===== src/rtl/ad79x8_slave.sv =====
// AD79x8-style serial ADC slave: 16-bit frames, MSB-first result out, control word in.
// Define AD79X8_SEQUENCER_EN to enable round-robin channel advance after WRITE=0 frames.
module ad79x8_slave #(
  parameter int SYNC_STAGES = 2,
  parameter int DATA_BITS   = 12
) (
  input  logic                   clk,
  input  logic                   rst_n,
  input  logic                   cs,
  input  logic                   sclk,
  input  logic                   d_in,
  input  logic [8*DATA_BITS-1:0] samples,
  output logic                   d_out,
  output logic                   d_out_oe,
  output logic [2:0]             cur_chan,
  output logic                   cfg_write,
  output logic                   frame_abort
);
  typedef enum logic [1:0] {IDLE, SHIFT, HOLD} state_t;

  localparam logic [1:0] FLUSH = 2'(SYNC_STAGES);

  logic [SYNC_STAGES-1:0] cs_sync_q, cs_sync_d;
  logic [SYNC_STAGES-1:0] sclk_sync_q, sclk_sync_d;
  logic [SYNC_STAGES-1:0] din_sync_q, din_sync_d;
  logic                   cs_prev_q, cs_prev_d;
  logic                   sclk_prev_q, sclk_prev_d;
  logic [1:0]             flush_cnt_q, flush_cnt_d;
  logic                   armed_q, armed_d;
  state_t                 state_q, state_d;
  logic [15:0]            out_sr_q, out_sr_d;
  logic [15:0]            ctl_sr_q, ctl_sr_d;
  logic [3:0]             bit_cnt_q, bit_cnt_d;
  logic                   d_out_q, d_out_d;
  logic                   d_out_oe_q, d_out_oe_d;
  logic [2:0]             cur_chan_q, cur_chan_d;
  logic                   cfg_write_q, cfg_write_d;
  logic                   frame_abort_q, frame_abort_d;
`ifdef AD79X8_SEQUENCER_EN
  logic                   seq_q, seq_d;
`endif

  logic        cs_s, sclk_s, din_s;
  logic        cs_fall, cs_rise, sclk_fall;
  logic [15:0] ctl_new;
  logic [11:0] chan_res [8];
  logic        ctl_unused;

  // Results are left-justified into 12 bits with zero-filled LSBs.
  generate
    for (genvar gi = 0; gi < 8; gi++) begin : g_chan
      assign chan_res[gi] = 12'(samples[gi*DATA_BITS +: DATA_BITS]) << (12 - DATA_BITS);
    end
  endgenerate

  assign cs_s      = cs_sync_q[SYNC_STAGES-1];
  assign sclk_s    = sclk_sync_q[SYNC_STAGES-1];
  assign din_s     = din_sync_q[SYNC_STAGES-1];
  // Armed only once a genuine (post-flush) high cs is seen, so cs held low across reset can't start a frame.
  assign cs_fall   = armed_q & cs_prev_q & ~cs_s;
  assign cs_rise   = ~cs_prev_q & cs_s;
  assign sclk_fall = sclk_prev_q & ~sclk_s;
  assign ctl_new   = {ctl_sr_q[14:0], din_s};
  assign ctl_unused = ^{ctl_sr_q[15], ctl_new[14:13], ctl_new[9:0]};

  always_comb begin
    cs_sync_d     = {cs_sync_q[SYNC_STAGES-2:0], cs};
    sclk_sync_d   = {sclk_sync_q[SYNC_STAGES-2:0], sclk};
    din_sync_d    = {din_sync_q[SYNC_STAGES-2:0], d_in};
    cs_prev_d     = cs_s;
    sclk_prev_d   = sclk_s;
    flush_cnt_d   = (flush_cnt_q == FLUSH) ? flush_cnt_q : flush_cnt_q + 2'd1;
    armed_d       = armed_q | ((flush_cnt_q == FLUSH) & cs_s);
    state_d       = state_q;
    out_sr_d      = out_sr_q;
    ctl_sr_d      = ctl_sr_q;
    bit_cnt_d     = bit_cnt_q;
    d_out_d       = d_out_q;
    d_out_oe_d    = d_out_oe_q;
    cur_chan_d    = cur_chan_q;
    cfg_write_d   = 1'b0;
    frame_abort_d = 1'b0;
`ifdef AD79X8_SEQUENCER_EN
    seq_d         = seq_q;
`endif
    case (state_q)
      IDLE: begin
        d_out_d    = 1'b0;
        d_out_oe_d = 1'b0;
        if (cs_fall) begin
          state_d    = SHIFT;
          out_sr_d   = {1'b0, cur_chan_q, chan_res[cur_chan_q]};
          d_out_d    = 1'b0;
          d_out_oe_d = 1'b1;
          ctl_sr_d   = '0;
          bit_cnt_d  = '0;
        end
      end
      SHIFT: begin
        if (cs_rise) begin
          state_d       = IDLE;
          d_out_d       = 1'b0;
          d_out_oe_d    = 1'b0;
          ctl_sr_d      = '0;
          frame_abort_d = 1'b1;
        end else if (sclk_fall) begin
          ctl_sr_d  = ctl_new;
          out_sr_d  = {out_sr_q[14:0], 1'b0};
          d_out_d   = out_sr_q[14];
          bit_cnt_d = bit_cnt_q + 4'd1;
          if (bit_cnt_q == 4'd15) begin
            state_d = HOLD;
            d_out_d = 1'b0;
            if (ctl_new[15]) begin
              cur_chan_d  = ctl_new[12:10];
              cfg_write_d = 1'b1;
`ifdef AD79X8_SEQUENCER_EN
              seq_d       = ctl_new[14];
`endif
            end
          end
        end
      end
      HOLD: begin
        d_out_d = 1'b0;
        if (cs_rise) begin
          state_d    = IDLE;
          d_out_oe_d = 1'b0;
`ifdef AD79X8_SEQUENCER_EN
          if (seq_q && !ctl_sr_q[15]) cur_chan_d = cur_chan_q + 3'd1;
`endif
        end
      end
      default: state_d = IDLE;
    endcase
  end

  always_ff @(posedge clk) begin
    if (!rst_n) begin
      cs_sync_q     <= '1;
      sclk_sync_q   <= '0;
      din_sync_q    <= '0;
      cs_prev_q     <= 1'b1;
      sclk_prev_q   <= 1'b0;
      flush_cnt_q   <= '0;
      armed_q       <= 1'b0;
      state_q       <= IDLE;
      out_sr_q      <= '0;
      ctl_sr_q      <= '0;
      bit_cnt_q     <= '0;
      d_out_q       <= 1'b0;
      d_out_oe_q    <= 1'b0;
      cur_chan_q    <= '0;
      cfg_write_q   <= 1'b0;
      frame_abort_q <= 1'b0;
`ifdef AD79X8_SEQUENCER_EN
      seq_q         <= 1'b0;
`endif
    end else begin
      cs_sync_q     <= cs_sync_d;
      sclk_sync_q   <= sclk_sync_d;
      din_sync_q    <= din_sync_d;
      cs_prev_q     <= cs_prev_d;
      sclk_prev_q   <= sclk_prev_d;
      flush_cnt_q   <= flush_cnt_d;
      armed_q       <= armed_d;
      state_q       <= state_d;
      out_sr_q      <= out_sr_d;
      ctl_sr_q      <= ctl_sr_d;
      bit_cnt_q     <= bit_cnt_d;
      d_out_q       <= d_out_d;
      d_out_oe_q    <= d_out_oe_d;
      cur_chan_q    <= cur_chan_d;
      cfg_write_q   <= cfg_write_d;
      frame_abort_q <= frame_abort_d;
`ifdef AD79X8_SEQUENCER_EN
      seq_q         <= seq_d;
`endif
    end
  end

  assign d_out       = d_out_q;
  assign d_out_oe    = d_out_oe_q;
  assign cur_chan    = cur_chan_q;
  assign cfg_write   = cfg_write_q;
  assign frame_abort = frame_abort_q;
endmodule


===== config.mk =====
export PLATFORM = sky130hd
export DESIGN_NAME = ad79x8_slave
export DESIGN_NICKNAME = d
export VERILOG_FILES = /design/src/rtl/ad79x8_slave.sv
export SDC_FILE = /design/constraint.sdc
export NUM_CORES = 1
export LEC_CHECK = 0
export CORE_MARGIN = 4
export CORE_UTILIZATION = 39
export DETAILED_ROUTE_END_ITERATION = 8
export GPL_ROUTABILITY_DRIVEN = 0
export PLACE_DENSITY = 0.71
export SETUP_SLACK_MARGIN = 0.02
export SLEW_MARGIN = 20
export SYNTH_ARGS = -nofsm -noshare
export SYNTH_HDL_FRONTEND = slang
export SYNTH_SLANG_ARGS = --single-unit

===== constraint.sdc =====
create_clock -name clk -period 2.24 [get_ports clk]
set_input_delay 0.56 -clock clk [delete_from_list [all_inputs] [get_ports clk]]
set_output_delay 0.56 -clock clk [all_outputs]
set_load 0.01 [all_outputs]

==> results, run 1 <==
- The total power divided by cell area is ~670 mW/mm^2.
- The via count of the first global-routing pass is 2840.
- Summing over every cut layer, the via total after detailed routing is around 3000.
- The post-synthesis async set-or-reset flop share is 0%.
- sky130_fd_sc_hd__mux2i_1 is the most common cell in the netlist.
- No sink is reached through more buffers than the 2 on the longest clock path.
- The power consumption is a little under 3 mW.
- The wire length of the first global-routing pass is around 14000 um.
- After detailed routing, the number of remaining DRC violations is 0.
- The startpoint of the worst hold path is cs_sync_q[0].
- The post-synthesis net count is 450.
- The kind of start point of the critical path is a flip-flop.
- The library cell contributing the largest single delay on the critical path is sky130_fd_sc_hd__clkdlybuf4s50_1.
- The post-cts hold buffer count is 0.
- In the final routed layout, each cell accounts on average for around 18 um.
- For the final database, setup skew stands at 0.0146 ns.
- Of the available clock period, the critical path in the final layout requires a little over 90%.
- The placed instances occupy a cell area of around 0.0043 sq mm.
- Entering global routing, the biggest net connects 45 pins.
- Setup repair after global routing left no endpoint under its margin.
- The number of different library cells used by synthesis comes to between 40 and 50.
- TritonCTS built the clock tree.
- Headroom to the max-slew limit came out at 66.9%.
- The initial antenna violation count was 0.
- For this run, the post-layout net count is 551.
- The die is 96.5 um wide.
- The port buffer count is 107.
- The critical path is of the flip-flop to output pin type.
- Yosys attributes the largest share of cell area to sky130_fd_sc_hd__dfxtp_1 35%, sky130_fd_sc_hd__mux2i_1 22%, sky130_fd_sc_hd__nor2_1 4.1%.
- The count of flip-flops with a built-in enable after synthesis is 0.
- Along the worst hold path, the cell count comes to 1.
- Walking the worst path, the cells encountered are buf_4 > clkdlybuf4s50_1.
- The worst reg-to-reg setup slack is 0.22 ns.
- After detailed routing, the total wire length is ~9600 um.
- The global-route usage over all layers is between 10% and 20%.
- The number of cells upsized or downsized after cts is 0.
- The H-tree generated during clock tree synthesis spans 2 levels.
- The total global routing overflow is 0.
- The synthesis-to-finish area growth is 43.6%.
- The synthesized netlist occupies a cell area of between 0.003 and 0.004 sq mm.
- The cell area after layout is ~0.0044 sq mm.
- The path depth of the worst reg2reg path is 6.
- The count of boundary I/O pins is ~110.
- The number of warning messages in the yosys log is 0.
- The floorplan has 31 rows.
- In this run the critical register-to-register path is captured at out_sr_q[10].
- The cell count after synthesis came out at around 340.
- The sum of negative setup slack is 0 ns.
- The worst register-to-register path begins at state_q[1].
- The worst hold margin is approximately 0.42 ns.
- The count of buffers added by post-CTS timing repair for setup is 0.
- The number of DRC violations after detailed-routing iteration 0 is between 150 and 200.
- The largest stage delay on the critical path is slightly below 0.6 ns.
- The final critical path time including I/O delays and setup is around 2.1 ns.
- The achievable clock frequency is between 0.4 and 0.5 GHz.
- The number of pins exceeding their max-slew limit in the final report is 0.
- The flow ran to the end, and the final reports show no timing, DRC or antenna violations.
- By count the netlist is led by 66 x sky130_fd_sc_hd__mux2i_1, 54 x sky130_fd_sc_hd__dfxtp_1, 33 x sky130_fd_sc_hd__nor2_1, 23 x sky130_fd_sc_hd__nand2_1, 20 x sky130_fd_sc_hd__a21oi_1.
- Averaged over all synthesized cells, the footprint is 8.87 sq um.
- The area enclosed by the die boundary is just over 0.009 sq mm.
- In this run the static leakage power is around 1.6 nW.
- The largest total area in the synthesized netlist belongs to sky130_fd_sc_hd__dfxtp_1.
- The post-synthesis sequential element count is 54.
- The clock tree root buffer cell is sky130_fd_sc_hd__clkbuf_8.
- For hold timing, the worst endpoint is cs_sync_q[1].
- After legalization and detailed placement, the total HPWL measured between 7000 and 8000 um.
- The clock input transition at the sequential cells of the worst setup and hold paths is 0.10 ns.
- Counting every sink on the clock net gives 54.
- For this configuration, the core starts out at a cell density of roughly two fifths.
- The source-to-sink clock delay at the later pin of the worst-skew pair is 0.30 ns.
- The area share of the largest cell type after synthesis is between 30 and 40%.
- The max-capacitance violation count is 0.
- The first TritonRoute pass finished after 4 iterations.
- The largest fanout on the critical path is 15.
- The worst-case IR drop observed on VDD is about 0.37 mV.
- The mean number of vias per cell is ~5.5.
- The count of inserted antenna diode cells is 0.
- Setup violations remaining at the end of the flow were counted as 0.
- The element type at the critical path end is an output pin.
- The area of the placeable core is between 0.007 and 0.008 sq mm.
- The transition time at the pin with the least slew margin is 0.484 ns.
- For this run, the leading register cell type out of synthesis is sky130_fd_sc_hd__dfxtp_1.
- The worst hold path belongs to the class flip-flop to flip-flop.
- Measured along the y axis, the die boundary spans around 96 um.
- The data required time at the worst endpoint is between 1.5 and 2 ns.
- Sequential elements use around 35% of the synthesized area.
- The count of nets left with antenna violations after detail routing is 0.
- The number of hold violations in the final report came to 0.
- The kind of cell with the highest combined delay along the critical path is buffers and inverters.
- The buffer and inverter count on the worst path is 2.
- The critical path data arrival time is roughly 1.5 ns.
- Of the cells placed in the final design, the portion with a size suffix greater than 1 is under 10%.
- The number of buffers added by the clock tree synthesis step is 5.
[stage by stage]
step / utilization [%] / setup WS [ns] / instances
3_5_place_dp: 57.2 / 0.104 / 537
2_1_floorplan: - / 0.464 / 344
4_1_cts: 58.8 / 0.0626 / 545
3_3_place_gp: 57.2 / 0.245 / 537
6_report: 58.9 / 0.178 / 545
5_1_grt: 58.9 / 0.0544 / 545
[power by group]
group          leakage (nW)  internal, mW  switching, mW
clock network        0.0618         0.368          0.311
registers             0.439          1.08         0.0761
logic                  1.07         0.520          0.581
total                  1.57          1.97          0.968
[flip-flops by register name, indices dropped and copies added, names as in the netlist, 3 cells and up]
register	cells
cur_chan	3
out_sr_q	15
ctl_sr_q	15
bit_cnt_q	4
[per-layer routing]
layer  routed length, um  track usage [%]
met4                 127             5.14
met5                   0                0
met2                4460             31.9
met3                 949             5.58
met1                4090             26.0
[logic make-up after synthesis]
group,Yosys count,synth area share [%]
flops,54,35.4
buf+inv,34,4.96
mux,68,23.1
fa+ha+maj,5,2.05
xor+xnor,1,0.287
simple gates,106,16.8
compound gates,76,17.4
[cell type report]
cell class / instances / area, sq um
Tap cell: 99 / 124
Inverter: 6 / 22.5
Sequential cell: 54 / 1080
Fill cell: 682 / 3060
Multi-Input combinational cell: 256 / 1830
Timing Repair Buffer: 122 / 1210
Clock inverter: 2 / 38.8
Clock buffer: 6 / 82.6
[worst max-delay path by stage]
stage	start	end	depth (start not counted)
floorplan	cur_chan[1]	out_sr_q[7]	7
global placement	state_q[1]	out_sr_q[11]	7
detailed placement	state_q[1]	out_sr_q[11]	7
CTS	state_q[1]	out_sr_q[11]	7
global route	state_q[1]	out_sr_q[6]	6
finish	cur_chan[1]	cur_chan[1]	2
[cells in the final DEF (no fill, tap or decap), types with 4 or more instances in the layout]
cell / Yosys / final
sky130_fd_sc_hd__o21ai_0: 4 / 4
sky130_fd_sc_hd__clkbuf_8: 0 / 6
sky130_fd_sc_hd__clkdlybuf4s50_1: 0 / 107
sky130_fd_sc_hd__nor2_1: 33 / 33
sky130_fd_sc_hd__nand3_1: 19 / 19
sky130_fd_sc_hd__a2111oi_0: 13 / 13
sky130_fd_sc_hd__nand2b_1: 6 / 6
sky130_fd_sc_hd__o22ai_1: 13 / 13
sky130_fd_sc_hd__nand2_1: 23 / 23
sky130_fd_sc_hd__ha_1: 5 / 4
sky130_fd_sc_hd__mux2i_1: 66 / 66
sky130_fd_sc_hd__a211oi_1: 14 / 14
sky130_fd_sc_hd__and2_1: 6 / 6
sky130_fd_sc_hd__inv_1: 5 / 5
sky130_fd_sc_hd__dfxtp_1: 54 / 53
sky130_fd_sc_hd__a21oi_1: 20 / 20
sky130_fd_sc_hd__buf_4: 3 / 13
No activity file was read; power rests on OpenSTA's default activity.
==> inputs of run 2 (changes only) <==
ABC_CLOCK_PERIOD_IN_PS = 2240   (was not set)
==> results of run 2 <==
The final DEF is identical to that of run 1; final timing and power are the same.
